## src/rtl/in_buf_reader.sv

```systemverilog
// in_buf_reader: streams one frame out of a pixel buffer in raster order.
//
// On a frame-ready pulse the reader walks addresses 0..IMG_W*IMG_H-1 and
// issues reads to a buffer with one cycle of read latency. Returned pixels go
// into a 2-entry output FIFO that feeds a valid/ready pixel stream. The FIFO
// carries sof/eol/eof markers derived from per-entry x/y coordinates.
//
// Optional feature: define IN_BUF_READER_MISSED_CNT_EN to add o_missed_cnt,
// a saturating count of frame-ready pulses ignored because a frame was busy.
//
// Ports:
//   i_clk, i_rst_n     clock (rising edge) and asynchronous active-low reset
//   i_start            frame-ready pulse, synchronous to i_clk
//   o_rd_en, o_rd_addr buffer read request (address valid only with o_rd_en)
//   i_rd_data          buffer read data, valid the cycle after o_rd_en
//   o_pix_valid/i_pix_ready/o_pix_data  output pixel stream
//   o_sof, o_eol, o_eof  frame/line markers, qualified by o_pix_valid
//   o_busy             high from frame start until o_done
//   o_done             one-cycle pulse after the last pixel is accepted
//   o_missed_cnt       (optional) ignored-start counter, saturates at 255
module in_buf_reader #(
  parameter int unsigned IMG_W  = 480,
  parameter int unsigned IMG_H  = 272,
  parameter int unsigned ADDR_W = 17,
  parameter int unsigned PIX_W  = 24
) (
  input  logic              i_clk,
  input  logic              i_rst_n,
  input  logic              i_start,
  output logic              o_rd_en,
  output logic [ADDR_W-1:0] o_rd_addr,
  input  logic [PIX_W-1:0]  i_rd_data,
  output logic              o_pix_valid,
  input  logic              i_pix_ready,
  output logic [PIX_W-1:0]  o_pix_data,
  output logic              o_sof,
  output logic              o_eol,
  output logic              o_eof,
  output logic              o_busy,
  output logic              o_done
`ifdef IN_BUF_READER_MISSED_CNT_EN
  ,
  output logic [7:0]        o_missed_cnt
`endif
);

  localparam int unsigned NumPix = IMG_W * IMG_H;
  localparam int unsigned XW     = (IMG_W > 1) ? $clog2(IMG_W) : 1;
  localparam int unsigned YW     = (IMG_H > 1) ? $clog2(IMG_H) : 1;
  localparam logic [ADDR_W-1:0] LastAddr = ADDR_W'(NumPix - 1);
  localparam logic [XW-1:0]     LastX    = XW'(IMG_W - 1);
  localparam logic [YW-1:0]     LastY    = YW'(IMG_H - 1);

  typedef enum logic [1:0] {StIdle, StRun, StDrain} state_e;

  state_e            state_q;
  logic [ADDR_W-1:0] addr_q;
  logic              pend_q;   // read issued last cycle; its data is on i_rd_data now
  logic              done_q;

  logic [PIX_W-1:0]  fifo_data_q [2];
  logic [XW-1:0]     fifo_x_q    [2];
  logic [YW-1:0]     fifo_y_q    [2];
  logic              wr_ptr_q;
  logic              rd_ptr_q;
  logic [1:0]        count_q;
  logic [XW-1:0]     wx_q;     // coordinates tagged onto the next captured pixel
  logic [YW-1:0]     wy_q;

  logic              pop;
  logic              eof_hs;
  logic              start_ok;
  logic [2:0]        level;
  logic [XW-1:0]     head_x;
  logic [YW-1:0]     head_y;

  always_comb begin
    o_pix_valid = (count_q != 2'd0);
    pop         = o_pix_valid && i_pix_ready;
    head_x      = fifo_x_q[rd_ptr_q];
    head_y      = fifo_y_q[rd_ptr_q];

    // Slots already claimed once this edge settles: buffered + returning - leaving.
    // A new read may claim a slot only if one is left, so no return is dropped.
    level       = 3'(count_q) + 3'(pend_q) - 3'(pop);
    o_rd_en     = (state_q == StRun) && (level < 3'd2);
    o_rd_addr   = o_rd_en ? addr_q : '0;

    o_pix_data  = o_pix_valid ? fifo_data_q[rd_ptr_q] : '0;
    o_sof       = o_pix_valid && (head_x == '0) && (head_y == '0);
    o_eol       = o_pix_valid && (head_x == LastX);
    o_eof       = o_eol && (head_y == LastY);
    eof_hs      = pop && o_eof;

    o_busy      = (state_q != StIdle);
    o_done      = done_q;
    // The o_done cycle is already idle, but a start there is still ignored.
    start_ok    = i_start && (state_q == StIdle) && !done_q;
  end

  // Frame sequencing: address generation, read tracking, done pulse.
  always_ff @(posedge i_clk or negedge i_rst_n) begin
    if (!i_rst_n) begin
      state_q <= StIdle;
      addr_q  <= '0;
      pend_q  <= 1'b0;
      done_q  <= 1'b0;
    end else begin
      done_q <= 1'b0;
      pend_q <= o_rd_en;
      unique case (state_q)
        StIdle: begin
          if (start_ok) begin
            state_q <= StRun;
            addr_q  <= '0;
          end
        end
        StRun: begin
          if (o_rd_en) begin
            if (addr_q == LastAddr) begin
              state_q <= StDrain;
            end else begin
              addr_q <= addr_q + ADDR_W'(1);
            end
          end
        end
        StDrain: begin
          if (eof_hs) begin
            state_q <= StIdle;
            done_q  <= 1'b1;
          end
        end
        default: state_q <= StIdle;
      endcase
    end
  end

  // Output FIFO. Push is unconditional on a returning read: o_rd_en already
  // guaranteed room for it when it was issued.
  always_ff @(posedge i_clk or negedge i_rst_n) begin
    if (!i_rst_n) begin
      for (int i = 0; i < 2; i++) begin
        fifo_data_q[i] <= '0;
        fifo_x_q[i]    <= '0;
        fifo_y_q[i]    <= '0;
      end
      wr_ptr_q <= 1'b0;
      rd_ptr_q <= 1'b0;
      count_q  <= 2'd0;
      wx_q     <= '0;
      wy_q     <= '0;
    end else begin
      if (pend_q) begin
        fifo_data_q[wr_ptr_q] <= i_rd_data;
        fifo_x_q[wr_ptr_q]    <= wx_q;
        fifo_y_q[wr_ptr_q]    <= wy_q;
        wr_ptr_q              <= ~wr_ptr_q;
        // Coordinates wrap to 0,0 after the last pixel, ready for the next frame.
        if (wx_q == LastX) begin
          wx_q <= '0;
          wy_q <= (wy_q == LastY) ? '0 : wy_q + YW'(1);
        end else begin
          wx_q <= wx_q + XW'(1);
        end
      end
      if (pop) begin
        rd_ptr_q <= ~rd_ptr_q;
      end
      count_q <= count_q + 2'(pend_q) - 2'(pop);
    end
  end

`ifdef IN_BUF_READER_MISSED_CNT_EN
  logic [7:0] missed_q;

  always_ff @(posedge i_clk or negedge i_rst_n) begin
    if (!i_rst_n) begin
      missed_q <= 8'd0;
    end else if (i_start && (o_busy || done_q) && (missed_q != 8'hff)) begin
      missed_q <= missed_q + 8'd1;
    end
  end

  assign o_missed_cnt = missed_q;
`endif

endmodule

```

## config.mk

```make
export PLATFORM = sky130hd
export DESIGN_NAME = in_buf_reader
export DESIGN_NICKNAME = d
export VERILOG_FILES = /design/src/rtl/in_buf_reader.sv
export SDC_FILE = /design/constraint.sdc
export NUM_CORES = 1
export LEC_CHECK = 0
export CELL_PAD_IN_SITES_DETAIL_PLACEMENT = 1
export CELL_PAD_IN_SITES_GLOBAL_PLACEMENT = 1
export CORE_ASPECT_RATIO = 1.2
export CORE_UTILIZATION = 44
export CTS_BUF_LIST = sky130_fd_sc_hd__clkbuf_4 sky130_fd_sc_hd__clkbuf_8 sky130_fd_sc_hd__clkbuf_16
export DETAILED_ROUTE_END_ITERATION = 16
export PLACE_DENSITY = 0.83
export SLEW_MARGIN = 25
export SYNTH_ARGS = -nofsm -noshare
export SYNTH_HDL_FRONTEND = slang
export SYNTH_SLANG_ARGS = --single-unit
```

## constraint.sdc

```tcl
create_clock -name i_clk -period 5.25 [get_ports i_clk]
set_input_delay 1.3125 -clock i_clk [delete_from_list [all_inputs] [get_ports i_clk]]
set_output_delay 1.3125 -clock i_clk [all_outputs]
set_load 0.01 [all_outputs]
```

==> impl_metrics.csv <==
group,metric,value,unit
logic_synthesis,syn_area_per_cell,11.77,um^2
placed_design,place_congestion,0.7977,
route,drt_wl_total,15380,um
route,vias,4337,
grt,grtUsageMet2,44.46,%
clock_network,cts-htree-levels,4,
placed_design,dp_hpwl,9643,um
clock_network,cts_tree,"yes",
die,fp.dieH,129.1,um
logic_synthesis,ys_seq_area_share,53.69,%
logic_synthesis,synth-seq-cells,127,
layout,antenna_cells,0,
route,viasPerCell,5.640,
logic_synthesis,syn-num-nets,537,
die,initial_utilization,44.91,%
layout,fill_cells,1365,
clock_network,cts_hold_buf,0,
layout,instances_no_fill,769,
timing,worst_clock_skew,0.005103,ns
pwr,powerDensity,597.1,nW/um^2
logic_synthesis,synth_edf_count,0,
critical_path,crit_chain,"clkdlybuf4s50_1, nand2_2, inv_1, ha_1, inv_1, ha_1, fa_2, xnor2_1, or3_1, inv_2, buf_12, and2_1, clkdlybuf4s15_1",
logic_synthesis,synth_area_leaders,"dfrtp_1, mux2_2, mux2i_1",
grt,grt_pass1_vias,4751,
timing,setup_viol,0,
layout,area_growth,26.99,%
die,core_area,13180,um^2
grt,track_usage,23.89,%
timing,period_needed,5.188,ns
critical_path,cpPeakStageDelay,0.43,ns
critical_path,arrival,3.88,ns
route,ant_nets,0,
route,wl_per_cell,19.99,um
critical_path,critPathKind,"in -> out",
clock_network,clockRootBuffer,"clkbuf_16",
route,first_pass_iters,4,
grt,antenna_found_initial,0,
layout,nNetsFinal,622,
clock_network,cts-buffers-inserted,17,
route,drc,0,
timing,hold_viol_final,0,
min_path,min_path_type,"reg -> reg",
pwr,p_leak,3.332,nW
timing,worst_slew_pin_slew,1.102,ns
logic_synthesis,syn_inst,503,
timing,fin_crit_sh,98.81,%
die,ios,76,
timing,setup_tns,0,ns
grt,use_met1,26.76,%
timing,timing.fmax,192.8,MHz
logic_synthesis,synth.top_cell.area_share,53.69,%
grt,grt_first_pass_wirelength,24820,um
clock_network,insertion_delay,0.42,ns
run,drv_cap,0,
status,status,"finished, final reports clean",
critical_path,cp_slowest_cell,"clkdlybuf4s50_1",
die,die_x,107.9,um
grt,grt_util_met3,4.678,%
grt,grt_max_degree,70,
die,rows,46,
logic_synthesis,yosysTopAreaCell,"dfrtp_1",
grt,gr-total-overflow,0,
timing,drv_slew,0,
layout,drive_gt1_share,26.46,%
clock_network,clockBufferDepth,2,
critical_path,start_kind,"primary input",
die,die_area,13920,um^2
grt,top_usage_layer,"met2",
critical_path,cp-end-kind,"output pin",
timing,slew_headroom,26.00,%
critical_path,path_max_fanout,20,
logic_synthesis,ys.flop_type,"dfrtp_1",
route,first_iter_violations,182,
logic_synthesis,yosysUniqueCellTypes,46,
placed_design,placed_cells,734,
logic_synthesis,syn_area,5919,um^2
clock_network,clk_pin_slew_worst_paths,0.06,ns
logic_synthesis,yosys_warnings,0,
clock_network,cts_sinks,127,
critical_path,crit_required,3.94,ns
pwr,peakVddDrop,307.8,uV
placed_design,io_buffers,75,
logic_synthesis,synthArstFlopShare,100.0,%
[power by group]
part	internal (W)	switching [W]	total [W]
sequential	0.00126	0.000298	0.00156
clock	0.000805	0.000444	0.00125
combinational	0.000924	0.000754	0.00168
total	0.00299	0.00150	0.00449
[area by class of cell]
cell class	count	area [um^2]	share of cell area (%)
Sequential cell	127	3179	42.29
Multi-Input combinational cell	339	2616	34.80
Timing Repair Buffer	91	835.8	11.12
Clock buffer	18	439.2	5.842
Tap cell	168	210.2	2.796
Clock inverter	14	191.4	2.547
Inverter	12	45.04	0.5992
[layout by cell type, fill, tap and decap left out, drive strengths merged, types with 5 or more instances in the layout]
master         instances
dfrtp                127
mux2                  85
clkdlybuf4s50         56
nor2                  45
clkbuf                27
mux2i                 24
nand2                 22
and2                  17
buf                   17
nand4                 15
xnor2                 13
o21ai                 12
inv                   12
nand3                 11
nor3                  11
a21oi                 10
nor4                   8
o31ai                  8
clkdlybuf4s15          8
or3                    7
clkinv                 6
xor2                   5
ha                     5
[per-stage QoR]
step                instance area [um^2]  setup slack (ns)  total power, W  hold WS, ns  utilization [%]
detailed placement                  6904           -0.3155        0.003175       0.4950            52.38
global placement                    6894           -0.1503        0.003073       0.4796            52.31
finish                              7517           0.06236        0.004489       0.5022            57.03
CTS                                 7553          0.001620        0.004518       0.5058            57.31
global route                        7517          -0.01879        0.004718       0.5152            57.03
floorplan                           5919            0.4526        0.002377       0.4633                -
[state kept, by name, summed over array words and instances (netlist names), 2 cells and up]
name,flops
addr_q,17
count_q,2
fifo_data_q,48
fifo_x_q,18
fifo_y_q,18
state_q,2
wx_q,9
wy_q,9
[what timing repair did]
| action | in CTS | in global routing |
|---|---|---|
| setup endpoints to repair | 18 | 17 |
| gates cloned | 0 | 0 |
| gates resized for setup | 38 | 10 |
| setup buffers | 2 | 1 |
| pin swaps | 1 | 1 |
[kinds of logic after synthesis]
group,Yosys count,share of synthesized area (%)
flip-flops,127,53.69
AO/OA/AOI/OAI,43,4.904
XOR/XNOR,18,2.663
buffers and inverters,37,2.578
adder cells (fa/ha/maj),6,1.395
AND/OR/NAND/NOR,163,14.54
multiplexers,109,20.23
[metal layers]
layer / part of all wire (%) / up-vias
met4: 2.1 / 0
met5: 0 / -
li1: - / 1970
met2: 57 / 92
met3: 3.2 / 23
met1: 38 / 2252
[critical path: cells and delay by family]
kind,cells,cell delay (ns)
and+or+nand+nor,3,0.58
xor gates and xnor gates,1,0.17
adders and majority gates,3,0.82
buffers and inverters,6,0.99
[path summary, 6_finish.rpt]
kind                                         to  depth (start not counted)       startpoint  slack, ns
worst max-delay path              o_rd_addr[14]                         13      i_pix_ready       0.06
min in group asynchronous             addr_q[2]                          1          i_rst_n       1.03
worst min-delay path            fifo_data_q[14]                          1  fifo_data_q[14]       0.50
worst min register to register  fifo_data_q[14]                          1  fifo_data_q[14]       0.50
worst max register to register        addr_q[6]                         16       count_q[1]       1.88
max in group asynchronous        fifo_data_q[3]                          2          i_rst_n       3.27
[synth_stat cells, types with 7 or more instances]
cell,number
dfrtp_1,127
and2_1,17
nand2_1,22
nand3_1,11
mux2i_1,24
o21ai_0,12
xnor2_1,13
nand4_1,15
nor3_1,11
nor4_1,8
inv_1,12
nor2_1,45
a21oi_1,10
clkbuf_1,18
or3_1,7
o31ai_1,7
mux2_2,85
Note: power is estimated with default switching activity, not from simulation.
